`src/rtl/sdram_port_arbiter_if.sv`:
```
// Bundle of client req/grant channels and the Avalon-MM master command/return signals.
// The arbiter takes the master view; clients and the SDRAM slave sit on the slave view.
interface sdram_port_arbiter_if #(
  parameter int N_CH   = 4,
  parameter int ADDR_W = 25,
  parameter int DATA_W = 16
);
  localparam int BE_W = DATA_W / 8;

  logic [N_CH-1:0]        ch_req;
  logic [N_CH-1:0]        ch_we;
  logic [N_CH*ADDR_W-1:0] ch_addr;
  logic [N_CH*DATA_W-1:0] ch_wdata;
  logic [N_CH*BE_W-1:0]   ch_be;
  logic [N_CH-1:0]        ch_grant;
  logic [N_CH-1:0]        ch_rvalid;
  logic [DATA_W-1:0]      ch_rdata;

  logic [ADDR_W-1:0]      avm_address;
  logic                   avm_read;
  logic                   avm_write;
  logic [DATA_W-1:0]      avm_writedata;
  logic [BE_W-1:0]        avm_byteenable;
  logic                   avm_waitrequest;
  logic [DATA_W-1:0]      avm_readdata;
  logic                   avm_readdatavalid;
  logic                   protocol_err;

  modport master (
    input  ch_req, ch_we, ch_addr, ch_wdata, ch_be,
    input  avm_waitrequest, avm_readdata, avm_readdatavalid,
    output ch_grant, ch_rvalid, ch_rdata,
    output avm_address, avm_read, avm_write, avm_writedata, avm_byteenable,
    output protocol_err
  );

  modport slave (
    output ch_req, ch_we, ch_addr, ch_wdata, ch_be,
    output avm_waitrequest, avm_readdata, avm_readdatavalid,
    input  ch_grant, ch_rvalid, ch_rdata,
    input  avm_address, avm_read, avm_write, avm_writedata, avm_byteenable,
    input  protocol_err
  );
endinterface

```
`src/rtl/sdram_port_arbiter.sv`:
```
// Round-robin N-channel arbiter onto one Avalon-MM master, with an in-order read-ID FIFO
// that steers pipelined read returns back to the channel that issued them.
module sdram_port_arbiter #(
  parameter int N_CH            = 4,
  parameter int ADDR_W          = 25,
  parameter int DATA_W          = 16,
  parameter int MAX_OUTSTANDING = 4
) (
  input logic                 clk,
  input logic                 reset,
  sdram_port_arbiter_if.master bus
);
  localparam int BE_W  = DATA_W / 8;
  localparam int CH_W  = $clog2(N_CH);
  localparam int PTR_W = $clog2(MAX_OUTSTANDING);
  localparam int CNT_W = PTR_W + 1;
  localparam logic [CNT_W-1:0] CNT_MAX = CNT_W'(MAX_OUTSTANDING);

  typedef enum logic {IDLE, ISSUE} state_e;

  state_e            state_q, state_d;
  logic [CH_W-1:0]   ptr_q, ptr_d, sel_q, sel_d;
  logic [ADDR_W-1:0] addr_q, addr_d;
  logic              rd_q, rd_d, wr_q, wr_d;
  logic [DATA_W-1:0] wdata_q, wdata_d;
  logic [BE_W-1:0]   be_q, be_d;
  logic [N_CH-1:0]   grant;
  logic              push, pop;

  logic [CH_W-1:0]   id_mem [MAX_OUTSTANDING];
  logic [PTR_W-1:0]  wr_ptr_q, rd_ptr_q;
  logic [CNT_W-1:0]  count_q;
  logic [N_CH-1:0]   rvalid_q, rvalid_d;
  logic [DATA_W-1:0] rdata_q, rdata_d;
  logic              perr_q, perr_d;

  logic [N_CH-1:0]   eligible;
  logic              found;
  logic [CH_W-1:0]   pick;
  logic [CH_W:0]     sum;

  // Round-robin search from ptr_q upward; a full ID FIFO blocks reads only.
  always_comb begin
    // NOTE: every combinational output gets a default first so no path infers a latch.
    found = 1'b0;
    pick  = '0;
    sum   = '0;
    for (int i = 0; i < N_CH; i++) begin
      eligible[i] = bus.ch_req[i] & (bus.ch_we[i] | (count_q < CNT_MAX));
    end
    for (int k = 0; k < N_CH; k++) begin
      sum = {1'b0, ptr_q} + (CH_W+1)'(k);
      if (sum >= (CH_W+1)'(N_CH)) sum = sum - (CH_W+1)'(N_CH);
      if (!found && eligible[sum[CH_W-1:0]]) begin
        found = 1'b1;
        pick  = sum[CH_W-1:0];
      end
    end
  end

  always_comb begin
    state_d = state_q;
    ptr_d   = ptr_q;
    sel_d   = sel_q;
    addr_d  = addr_q;
    rd_d    = rd_q;
    wr_d    = wr_q;
    wdata_d = wdata_q;
    be_d    = be_q;
    grant   = '0;
    push    = 1'b0;
    unique case (state_q)
      IDLE: if (found) begin
        sel_d   = pick;
        addr_d  = bus.ch_addr[pick*ADDR_W +: ADDR_W];
        wdata_d = bus.ch_wdata[pick*DATA_W +: DATA_W];
        be_d    = bus.ch_be[pick*BE_W +: BE_W];
        rd_d    = ~bus.ch_we[pick];
        wr_d    = bus.ch_we[pick];
        state_d = ISSUE;
      end
      ISSUE: if (!bus.avm_waitrequest) begin
        grant[sel_q] = 1'b1;
        ptr_d        = (sel_q == CH_W'(N_CH - 1)) ? '0 : sel_q + 1'b1;
        push         = rd_q;
        rd_d         = 1'b0;
        wr_d         = 1'b0;
        state_d      = IDLE;
      end
      default: state_d = IDLE;
    endcase
  end

  // A return with nothing outstanding is dropped and flagged; a same-cycle push does not help it.
  always_comb begin
    pop      = bus.avm_readdatavalid && (count_q != '0);
    rvalid_d = '0;
    rdata_d  = rdata_q;
    perr_d   = perr_q;
    if (pop) begin
      rvalid_d[id_mem[rd_ptr_q]] = 1'b1;
      rdata_d                    = bus.avm_readdata;
    end
    if (bus.avm_readdatavalid && (count_q == '0)) perr_d = 1'b1;
  end

  always_ff @(posedge clk) begin
    // NOTE: sequential state uses non-blocking assignments so every register samples pre-edge values.
    if (reset) begin
      state_q  <= IDLE;
      ptr_q    <= '0;
      sel_q    <= '0;
      addr_q   <= '0;
      rd_q     <= 1'b0;
      wr_q     <= 1'b0;
      wdata_q  <= '0;
      be_q     <= '0;
      wr_ptr_q <= '0;
      rd_ptr_q <= '0;
      count_q  <= '0;
      rvalid_q <= '0;
      rdata_q  <= '0;
      perr_q   <= 1'b0;
    end else begin
      state_q  <= state_d;
      ptr_q    <= ptr_d;
      sel_q    <= sel_d;
      addr_q   <= addr_d;
      rd_q     <= rd_d;
      wr_q     <= wr_d;
      wdata_q  <= wdata_d;
      be_q     <= be_d;
      wr_ptr_q <= wr_ptr_q + PTR_W'(push);
      rd_ptr_q <= rd_ptr_q + PTR_W'(pop);
      count_q  <= count_q + CNT_W'(push) - CNT_W'(pop);
      rvalid_q <= rvalid_d;
      rdata_q  <= rdata_d;
      perr_q   <= perr_d;
    end
  end

  // NOTE: the ID storage is not reset; count_q and the pointers alone define which entries are live.
  always_ff @(posedge clk) begin
    if (push) id_mem[wr_ptr_q] <= sel_q;
  end

  assign bus.ch_grant       = grant;
  assign bus.ch_rvalid      = rvalid_q;
  assign bus.ch_rdata       = rdata_q;
  assign bus.avm_address    = addr_q;
  assign bus.avm_read       = rd_q;
  assign bus.avm_write      = wr_q;
  assign bus.avm_writedata  = wdata_q;
  assign bus.avm_byteenable = be_q;
  assign bus.protocol_err   = perr_q;
endmodule

```
`src/flat_wrapper.sv`:
```
// flat-port wrapper written by rule: the top's interface ports become plain ports
module sdram_port_arbiter_flat 
#(
  parameter int N_CH            = 4,
  parameter int ADDR_W          = 25,
  parameter int DATA_W          = 16,
  parameter int MAX_OUTSTANDING = 4
)
  (clk, reset, bus_ch_req, bus_ch_we, bus_ch_addr, bus_ch_wdata, bus_ch_be, bus_avm_waitrequest, bus_avm_readdata, bus_avm_readdatavalid, bus_ch_grant, bus_ch_rvalid, bus_ch_rdata, bus_avm_address, bus_avm_read, bus_avm_write, bus_avm_writedata, bus_avm_byteenable, bus_protocol_err);
  sdram_port_arbiter_if #(.N_CH(N_CH), .ADDR_W(ADDR_W), .DATA_W(DATA_W)) bus_i ();
  input logic clk;
  input logic reset;
  input wire logic [$bits(bus_i.ch_req)-1:0] bus_ch_req;
  input wire logic [$bits(bus_i.ch_we)-1:0] bus_ch_we;
  input wire logic [$bits(bus_i.ch_addr)-1:0] bus_ch_addr;
  input wire logic [$bits(bus_i.ch_wdata)-1:0] bus_ch_wdata;
  input wire logic [$bits(bus_i.ch_be)-1:0] bus_ch_be;
  input wire logic [$bits(bus_i.avm_waitrequest)-1:0] bus_avm_waitrequest;
  input wire logic [$bits(bus_i.avm_readdata)-1:0] bus_avm_readdata;
  input wire logic [$bits(bus_i.avm_readdatavalid)-1:0] bus_avm_readdatavalid;
  output wire logic [$bits(bus_i.ch_grant)-1:0] bus_ch_grant;
  output wire logic [$bits(bus_i.ch_rvalid)-1:0] bus_ch_rvalid;
  output wire logic [$bits(bus_i.ch_rdata)-1:0] bus_ch_rdata;
  output wire logic [$bits(bus_i.avm_address)-1:0] bus_avm_address;
  output wire logic [$bits(bus_i.avm_read)-1:0] bus_avm_read;
  output wire logic [$bits(bus_i.avm_write)-1:0] bus_avm_write;
  output wire logic [$bits(bus_i.avm_writedata)-1:0] bus_avm_writedata;
  output wire logic [$bits(bus_i.avm_byteenable)-1:0] bus_avm_byteenable;
  output wire logic [$bits(bus_i.protocol_err)-1:0] bus_protocol_err;
  assign bus_i.ch_req = bus_ch_req;
  assign bus_i.ch_we = bus_ch_we;
  assign bus_i.ch_addr = bus_ch_addr;
  assign bus_i.ch_wdata = bus_ch_wdata;
  assign bus_i.ch_be = bus_ch_be;
  assign bus_i.avm_waitrequest = bus_avm_waitrequest;
  assign bus_i.avm_readdata = bus_avm_readdata;
  assign bus_i.avm_readdatavalid = bus_avm_readdatavalid;
  assign bus_ch_grant = bus_i.ch_grant;
  assign bus_ch_rvalid = bus_i.ch_rvalid;
  assign bus_ch_rdata = bus_i.ch_rdata;
  assign bus_avm_address = bus_i.avm_address;
  assign bus_avm_read = bus_i.avm_read;
  assign bus_avm_write = bus_i.avm_write;
  assign bus_avm_writedata = bus_i.avm_writedata;
  assign bus_avm_byteenable = bus_i.avm_byteenable;
  assign bus_protocol_err = bus_i.protocol_err;
  sdram_port_arbiter #(.N_CH(N_CH), .ADDR_W(ADDR_W), .DATA_W(DATA_W), .MAX_OUTSTANDING(MAX_OUTSTANDING)) u_core (.clk(clk), .reset(reset), .bus(bus_i));
endmodule
```
`config.mk`:
```
export PLATFORM = sky130hd
export DESIGN_NAME = sdram_port_arbiter_flat
export DESIGN_NICKNAME = d
export VERILOG_FILES = /design/src/rtl/sdram_port_arbiter_if.sv /design/src/rtl/sdram_port_arbiter.sv /design/src/flat_wrapper.sv
export SDC_FILE = /design/constraint.sdc
export NUM_CORES = 1
export LEC_CHECK = 0
export CAP_MARGIN = 20
export CORE_ASPECT_RATIO = 0.5
export CORE_MARGIN = 2
export CORE_UTILIZATION = 40
export DETAILED_ROUTE_END_ITERATION = 8
export HOLD_SLACK_MARGIN = 0.05
export PLACE_DENSITY = 0.87
export SYNTH_ARGS = -nofsm -noshare
export SYNTH_HDL_FRONTEND = slang
export SYNTH_SLANG_ARGS = --single-unit
```
`constraint.sdc`:
```
create_clock -name clk -period 5.25 [get_ports clk]
set_input_delay 0.525 -clock clk [delete_from_list [all_inputs] [get_ports clk]]
set_output_delay 0.525 -clock clk [all_outputs]
set_load 0.01 [all_outputs]
```
==> reports/qor.yml, run 1 <==
drc: 0
grt_pass1_wl_um: 21970
clkTransAtPathRegs_ns: 0.07
cp.arrival_ns: 3.59
cts_hold_buf: 0
dp_cells: 826
drtAntennaViolNets: 0
ctsResizeCount: 0
overflow: 0
core_sq_um: 10280
ir_drop_mv: 0.1971
syn_avg_cell_area_sq_um: 9.611
fin_crit_sh_pct: 64.34
reg2reg_depth: 10
io_buffers: 269
required_ns: 5.46
min_to: "u_core.bus.ch_rdata[14]"
yosysSeqAreaShare_pct: 42.32
ctsRootBufferMaster: "clkbuf_16"
first_iter_violations: 199
synthTopCellsByArea: "dfxtp_1, mux2i_1, o221ai_1"
htreeDepth: 3
grt_use_total_pct: 24.04
finalClockSkew_ns: 0.008296
grt_max_degree: 45
hold_depth: 2
post_cts_buffers: 0
rows: 26
yosys_warnings: 0
hold_class: "reg -> reg"
routedWlPerCell_um: 16.61
ys.flop_type: "dfxtp_1"
dr.pass1.iters: 4
slowest_stage: "clkinv_1"
dpl.hpwl_um: 10830
nNetsFinal: 907
antennaDiodeCount: 0
crit_path_max_incr_delay_ns: 0.60
cp_top_family: "adder cells"
syn2layout_area_growth_pct: 73.44
drive_gt1_share_pct: 3.983
io_pins: 270
place_congestion: 0.8643
tightest_slew_ns: 1.039
worstHoldStart: "u_core.bus.ch_rdata[14]"
path_buf_inv: 2
powerDensity_nw_per_um2: 337.9
drt-total-wl_um: 14000
fp.dieW_um: 149.9
syn_area_sq_um: 4258
crit_path_end_kind: "register"
fmax_mhz: 296.1
yosysUniqueCellTypes: 38
run_status: "finished, final reports clean"
synthCells: 443
final_cells: 843
path_cells: "nor3_1 -> nand2b_1 -> clkinv_1 -> ha_1 -> inv_1 -> ha_1 -> fa_1 -> xnor2_1 -> xnor2_1 -> nor2_1"
tns_ns: 0
yosysMostFrequentCell: "mux2i_1"
final_cell_area_sq_um: 7385
initial_utilization_pct: 41.42
rsz0062_at_grt: "false"
clk_latency_ns: 0.33
place_area_sq_um: 7056
cts_sinks: 86
final_max_slew_viol_count: 0
multiInputGateArea_sq_um: 2297
clock_path_buffers: 2
crit_type: "reg -> reg"
finalHoldViolCount: 0
critPathLaunchType: "register"
total_power_mw: 2.496
cts_tree: "done"
die_h_um: 76.96
async_flop_share_pct: 0
synth_top_cells_by_count: "mux2i_1, nand2_1, dfxtp_1"
finalSetupViolations: 0
vias: 4302
cap_violations: 0
synth_top_cell_by_area: "dfxtp_1"
r2r-start: "u_core.count_q[2]"
r2r-end: "u_core.count_q[2]"
syn_nets: 652
final-seq-area_sq_um: 1802
grt_pass1_vias: 4304
die_area_sq_um: 11540
synth_edf_count: 8
cts_buffers: 9
r2r_slack_ns: 1.87
via_per_inst: 5.103
cp_max_fo: 19
nFillCells: 808
p_leak_nw: 2.833
period_needed_ns: 3.378
yosysTopAreaCellShare_pct: 36.67
relSlewSlack_pct: 30.57
antenna_found_initial: 0
ys_ff_latch: 86
## cells by family (layout without fill, tap and decap cells)
kind of cell	after synthesis	after routing	share of synthesized area [%]
AOI/OAI and AO/OA	79	79	13.90
xor gates and xnor gates	4	4	0.8227
DFF	86	86	42.32
adders and majority gates	9	9	2.821
and+or+nand+nor	134	134	13.49
buffers and inverters	39	299	4.437
muxes	92	92	22.22
## stage by stage
step                      hold slack [ns]  util (%)  setup slack (ns)
after floorplan                    0.4805         -             2.669
after global placement             0.4425     68.63             1.749
after detailed placement           0.4480     68.63             1.665
after CTS                          0.4576     71.57             1.875
after global routing               0.4740     71.84             1.545
final                              0.4544     71.84             1.872
## where the power goes
part | switching (mW) | total [mW] | leakage, nW | internal [mW]
sequential | 0.0796 | 0.870 | 0.715 | 0.790
combinational | 0.440 | 0.991 | 1.97 | 0.551
clock | 0.277 | 0.635 | 0.150 | 0.357
total | 0.797 | 2.50 | 2.83 | 1.70
## flip-flops by register name (all words and copies together) (netlist names)
name                       count
u_core.bus.avm_address        25
u_core.bus.avm_byteenable      2
u_core.bus.avm_read            1
u_core.bus.avm_write           1
u_core.bus.avm_writedata      16
u_core.bus.ch_rdata           16
u_core.bus.ch_rvalid           4
u_core.bus.protocol_err        1
u_core.count_q                 3
u_core.id_mem                  8
u_core.ptr_q                   2
u_core.rd_ptr_q                2
u_core.sel_q                   2
u_core.state_q                 1
u_core.wr_ptr_q                2
## cell type report
| class | instances | share of cell area [%] |
|---|---|---|
| clock buffer | 10 | 3.389 |
| tap | 140 | 2.372 |
| multi-input combinational | 318 | 31.11 |
| sequential | 86 | 24.40 |
| clock inverter | 6 | 0.6947 |
| timing repair buffer | 274 | 37.58 |
| inverter | 9 | 0.4575 |
## cell usage in the layout, fill, tap and decap left out, types with 2 or more instances in the layout
master | Yosys | layout
clkdlybuf4s50_1 | 0 | 269
mux2i_1 | 90 | 90
nand2_1 | 84 | 84
dfxtp_1 | 78 | 78
o221ai_1 | 45 | 45
nor2_1 | 21 | 20
a21oi_1 | 20 | 19
clkbuf_16 | 0 | 10
inv_1 | 8 | 8
ha_1 | 8 | 8
edfxtp_1 | 8 | 8
nor2b_1 | 6 | 6
nor3_1 | 4 | 4
nand2b_1 | 4 | 4
and2_1 | 4 | 4
xnor2_1 | 4 | 4
nand3_1 | 4 | 4
o21ai_0 | 3 | 3
and3_1 | 2 | 2
a22oi_1 | 2 | 2
nor4_1 | 2 | 2
mux4_2 | 2 | 2
clkinv_4 | 0 | 2
inv_6 | 0 | 2
buf_4 | 3 | 2
buf_12 | 0 | 2
## worst max path at each step
stage	from	endpoint	slack, ns	depth (start not counted)
floorplan	u_core.count_q[2]	u_core.count_q[2]	2.67	12
CTS	u_core.count_q[2]	u_core.count_q[2]	1.88	10
finish	u_core.count_q[2]	u_core.count_q[2]	1.87	10
detailed placement	bus_avm_readdatavalid	u_core.count_q[2]	1.66	10
global route	u_core.count_q[2]	u_core.count_q[2]	1.55	10
global placement	bus_avm_readdatavalid	u_core.count_q[2]	1.75	10
## layer usage
layer	vias to the layer above	GRT usage, %	share of wire [%]
li1	2128	-	-
met5	-	0	0
met4	0	5.566	1.1
met1	2017	28.94	41
met2	146	44.16	53
met3	11	4.702	5.1
## tightest hold or removal path, stage by stage (launching register included)
cell     delay (ns)
dfxtp_1        0.31
nand2_1        0.05
a21oi_1        0.05
Power figures use the tool's default switching activity.
==> run 2, diff against run 1 <==
--- a/config.mk
+++ b/config.mk
@@ -8,10 +8,10 @@
 export CAP_MARGIN = 20
 export CORE_ASPECT_RATIO = 0.5
 export CORE_MARGIN = 2
-export CORE_UTILIZATION = 40
+export CORE_UTILIZATION = 37
 export DETAILED_ROUTE_END_ITERATION = 8
 export HOLD_SLACK_MARGIN = 0.05
-export PLACE_DENSITY = 0.87
+export PLACE_DENSITY = 0.81
 export SYNTH_ARGS = -nofsm -noshare
 export SYNTH_HDL_FRONTEND = slang
 export SYNTH_SLANG_ARGS = --single-unit
==> constraint.sdc (replaced) <==
create_clock -name clk -period 3.45 [get_ports clk]
set_input_delay 0.345 -clock clk [delete_from_list [all_inputs] [get_ports clk]]
set_output_delay 0.345 -clock clk [all_outputs]
set_load 0.01 [all_outputs]
==> run 2 against run 1 <==
  * Flip-flop and latch count unchanged
  * Clock power increased by 44%
  * Sequential power increased by 53%
  * Worst hold slack improved by 0.0014 ns
  * Core utilization decreased by 5.3 points
  * Sequential share of layout area about the same
  * Combinational power increased by 53%
  * Critical endpoint unchanged
  * Highest routed layer unchanged
==> reports/qor.yml, run 2 (synthesized netlist as in run 1, its figures left out) <==
run_status: "finished, final reports clean"
first_iter_violations: 242
required_ns: 3.66
cts_sinks: 86
cts_hold_buf: 0
dr.pass1.iters: 4
grt_pass1_vias: 4331
overflow: 0
die_area_sq_um: 12430
post_cts_buffers: 0
syn2layout_area_growth_pct: 73.64
cp_top_family: "adder cells"
met2_usage_pct: 40.58
cap_violations: 0
critPathLaunchType: "register"
cts_tree: "done"
grt_use_met1_pct: 23.91
crit_path_max_incr_delay_ns: 0.39
initial_utilization_pct: 38.31
nFillCells: 918
routedWlPerCell_um: 15.97
grt_max_degree: 46
hold_class: "reg -> reg"
io_pins: 270
powerDensity_nw_per_um2: 508.7
dpl.hpwl_um: 10520
finalHoldViolCount: 0
crit_path_end_kind: "register"
clkTransAtPathRegs_ns: 0.07
path_buf_inv: 3
ctsRootBufferMaster: "clkbuf_16"
core_sq_um: 11110
antennaDiodeCount: 0
grt_use_total_pct: 21.33
p_leak_nw: 2.833
rows: 27
io_buffers: 269
grt_pass1_wl_um: 20960
drc: 0
relSlewSlack_pct: 63.73
finalSetupViolations: 0
via_per_inst: 5.021
fmax_mhz: 385.6
cp_max_fo: 19
ctsResizeCount: 0
cts_buffers: 9
htreeDepth: 3
drt-total-wl_um: 13640
period_needed_ns: 2.593
grt.busiest_layer: "met2"
final_cell_mix: "clkdlybuf4s50_1, mux2i_1, nand2_1"
crit_type: "reg -> reg"
rsz0062_at_grt: "false"
antenna_found_initial: 0
tightest_slew_ns: 0.5420
finalClockSkew_ns: 0.006805
clk_latency_ns: 0.33
layout_commonest_cell: "clkdlybuf4s50_1"
vias: 4288
path_cells: "nor3_1 -> nand2b_1 -> buf_4 -> clkinv_1 -> ha_1 -> inv_1 -> ha_1 -> fa_1 -> xnor2_1 -> xnor2_1 -> nor2_1"
place_congestion: 0.8597
ir_drop_mv: 0.2433
clock_path_buffers: 2
tns_ns: 0
nNetsFinal: 913
slowest_stage: "dfxtp_1"
final_max_slew_viol_count: 0
drtAntennaViolNets: 0
largest_register_ff_count: 25
fin_crit_sh_pct: 75.16
die_h_um: 79.86
drive_gt1_share_pct: 4.654
use_met3_pct: 5.320
fp.dieW_um: 155.7
total_power_mw: 3.761
cp.arrival_ns: 2.81
-- run 2: cell types whose count changed in the layout (fill, tap and decap cells not counted), sizes merged --
cell,delta
buf,+6
clkinvlp,+2
clkbuf,-1
clkinv,-1
-- run 2: per-stage QoR --
step / util [%] / instance area [sq um] / worst slack [ns] / cells / hold WS, ns
global route: 66.52 / 7393 / 0.6774 / 854 / 0.4797
global placement: 64.01 / 7114 / 0.9308 / 838 / 0.4424
detailed placement: 64.01 / 7114 / 0.8557 / 838 / 0.4465
CTS: 66.52 / 7393 / 0.8544 / 854 / 0.4563
floorplan: - / 4258 / 0.8687 / 443 / 0.4805
finish: 66.52 / 7393 / 0.8568 / 854 / 0.4558
-- run 2: worst paths after layout --
path	startpoint	endpoint	slack, ns	cells past startpoint
min	u_core.bus.ch_rdata[8]	u_core.bus.ch_rdata[8]	0.46	2
max	u_core.count_q[2]	u_core.count_q[2]	0.86	11
max reg2reg	u_core.count_q[2]	u_core.count_q[2]	0.86	11
min reg2reg	u_core.bus.ch_rdata[8]	u_core.bus.ch_rdata[8]	0.46	2
-- run 2: where the power goes --
part / total, mW / switching, mW / internal (mW)
logic: 1.52 / 0.670 / 0.852
registers: 1.33 / 0.123 / 1.20
clock network: 0.913 / 0.418 / 0.495
-- run 2: per-layer routing --
layer / vias up / routed length, um
met2: 137 / 7103
met3: 19 / 728
met4: 0 / 254
li1: 2134 / -
met1: 1998 / 5553
met5: - / 0
-- run 2: area by class of cell --
class | instances | area [sq um] | area share (%)
Clock inverter | 7 | 53.80 | 0.7277
Timing Repair Buffer | 280 | 2800 | 37.87
Multi-Input combinational cell | 318 | 2297 | 31.07
Clock buffer | 9 | 225.2 | 3.046
Sequential cell | 86 | 1802 | 24.37
Tap cell | 145 | 181.4 | 2.454
Inverter | 9 | 33.78 | 0.4569
-- run 2: tightest hold or removal path, cell delays in order (launching register included) --
cell,delay [ns]
dfxtp_1,0.31
nand2_1,0.05
a21oi_1,0.05
==> RTL change, RTL diff (flow settings as in run 2) <==
`N_CH` is set to 4 in 3 places; all go to 2.
--- a/src/rtl/sdram_port_arbiter_if.sv
+++ b/src/rtl/sdram_port_arbiter_if.sv
@@ -1,7 +1,7 @@
 // Bundle of client req/grant channels and the Avalon-MM master command/return signals.
 // The arbiter takes the master view; clients and the SDRAM slave sit on the slave view.
 interface sdram_port_arbiter_if #(
-  parameter int N_CH   = 4,
+  parameter int N_CH   = 2,
   parameter int ADDR_W = 25,
   parameter int DATA_W = 16
 );
--- a/src/rtl/sdram_port_arbiter.sv
+++ b/src/rtl/sdram_port_arbiter.sv
@@ -1,7 +1,7 @@
 // Round-robin N-channel arbiter onto one Avalon-MM master, with an in-order read-ID FIFO
 // that steers pipelined read returns back to the channel that issued them.
 module sdram_port_arbiter #(
-  parameter int N_CH            = 4,
+  parameter int N_CH            = 2,
   parameter int ADDR_W          = 25,
   parameter int DATA_W          = 16,
   parameter int MAX_OUTSTANDING = 4
--- a/src/flat_wrapper.sv
+++ b/src/flat_wrapper.sv
@@ -1,7 +1,7 @@
 // flat-port wrapper written by rule: the top's interface ports become plain ports
 module sdram_port_arbiter_flat 
 #(
-  parameter int N_CH            = 4,
+  parameter int N_CH            = 2,
   parameter int ADDR_W          = 25,
   parameter int DATA_W          = 16,
   parameter int MAX_OUTSTANDING = 4
Ports: changed (7 resized); port bits go from 270 to 176. No check against the original RTL was run, so the function may have changed too.
==> RTL change against run 2 <==
  * Sequential cell count down 8
  * Highest routed layer unchanged
  * Largest power group unchanged
  * Power decreased by 12%
  * Synthesized area down 14%
  * Cell area decreased by 23%
  * Routed wire length shrank 31%
  * Setup slack better by 0.13 ns
  * Via count is 23% lower
  * Worst hold slack lost 0.0051 ns
  * Sequential share of layout area up 3.8 points
  * Largest cell class unchanged
==> RTL change: results (changes against run 2) <==
stage,metric,value,unit,change
layout,Nets,668,,-27%
critical_path,Worst EP arrival,2.65,ns,-0.16 ns
status,status,"complete, no violations",,
placed_design,Setup WS pre-CTS,0.7578,ns,-0.09787 ns
logic_synthesis,Post-synth EDFFs,4,,-4
logic_synthesis,post-synth net total,508,,-22%
critical_path,max incr delay on CP,0.50,ns,+0.11 ns
worst_hold_path,Hold Crit Start,u_core.bus.ch_rdata[0]$_SDFFE_PP0P_,,
route,WL/cell,13.60,um,-15%
grt,M1 GR Usage,20.25,%,-3.7 points
logic_synthesis,post-synthesis sequential area ratio,43.64,%,+1.3 points
logic_synthesis,Netlist cell types,40,,+5.3%
placed_design,PortBufs,175,,-35%
floorplan,total core area,9540,um2,-14%
logic_synthesis,synth cell count leaders,"126 x nand2_1, 74 x dfxtp_1, 51 x nor2_1, 43 x a311oi_2, 17 x a21oi_1",,
timing,Worst Skew,0.005488,ns,-0.001317 ns
critical_path,CP top delay family,simple AND/OR/NAND/NOR gates,,
layout,clock network contribution to total cell area,4.866,%,+1.1 points
placed_design,Placed Instances,679,,-19%
logic_synthesis,largest cells by area after synthesis,"dfxtp_1 40%, a311oi_2 18%, nand2_1 13%",,
grt,largest net degree at the start of global routing,61,,+33%
pwr,comb pwr,1.25,mW,-18%
layout,final core utilization,59.57,%,-7.0 points
grt,M3 GR Usage,4.185,%,-1.1 points
layout,clkbuf count,11,,+2
pwr,Leak,2.085,nW,-26%
pwr,P_int,2.248,mW,-12%
critical_path,R2R setup slack,0.99,ns,+0.13 ns
pwr,post-layout power,3.317,mW,-12%
layout,multi-input logic area,1793,um2,-22%
timing,slew at the pin closest to its max-slew limit,0.7627,ns,+0.2206 ns
placed_design,RePlAce Congestion,0.8134,,-5.4%
critical_path,reg2reg path depth,9,,-2
grt,GRT Util Overall,17.54,%,-3.8 points
timing,Min Hold Slack,0.4507,ns,-0.005102 ns
## RTL change: cell count changes after synthesis, sizes merged, moves of 4 or more
| cell | delta |
|---|---|
| o221ai | -44 |
| ha | -6 |
| nand2 | +42 |
| edfxtp | -4 |
| buf | +7 |
| nor2 | +30 |
| clkbuf | -6 |
| a311oi | +43 |
| dfxtp | -4 |
| o21ai | -5 |
| mux2i | -90 |
## RTL change: per-layer routing
layer | part of all wire (%) | vias to the layer above | wire [um]
met5 | 0 | - | 0
met4 | 1.7 | 0 | 163
met3 | 5.7 | 14 | 542
met2 | 52 | 98 | 4908
met1 | 41 | 1526 | 3840
li1 | - | 1672 | -
## RTL change: cells by family after synthesis
| family | Yosys count | share of synthesized area, % |
|---|---|---|
| AOI/OAI and AO/OA | 73 | 23.97 |
| xor gates and xnor gates | 5 | 1.193 |
| adders and majority gates | 3 | 1.227 |
| buffers and inverters | 36 | 7.500 |
| DFF | 78 | 43.64 |
| muxes | 1 | 0.6137 |
| and+or+nand+nor | 199 | 21.85 |
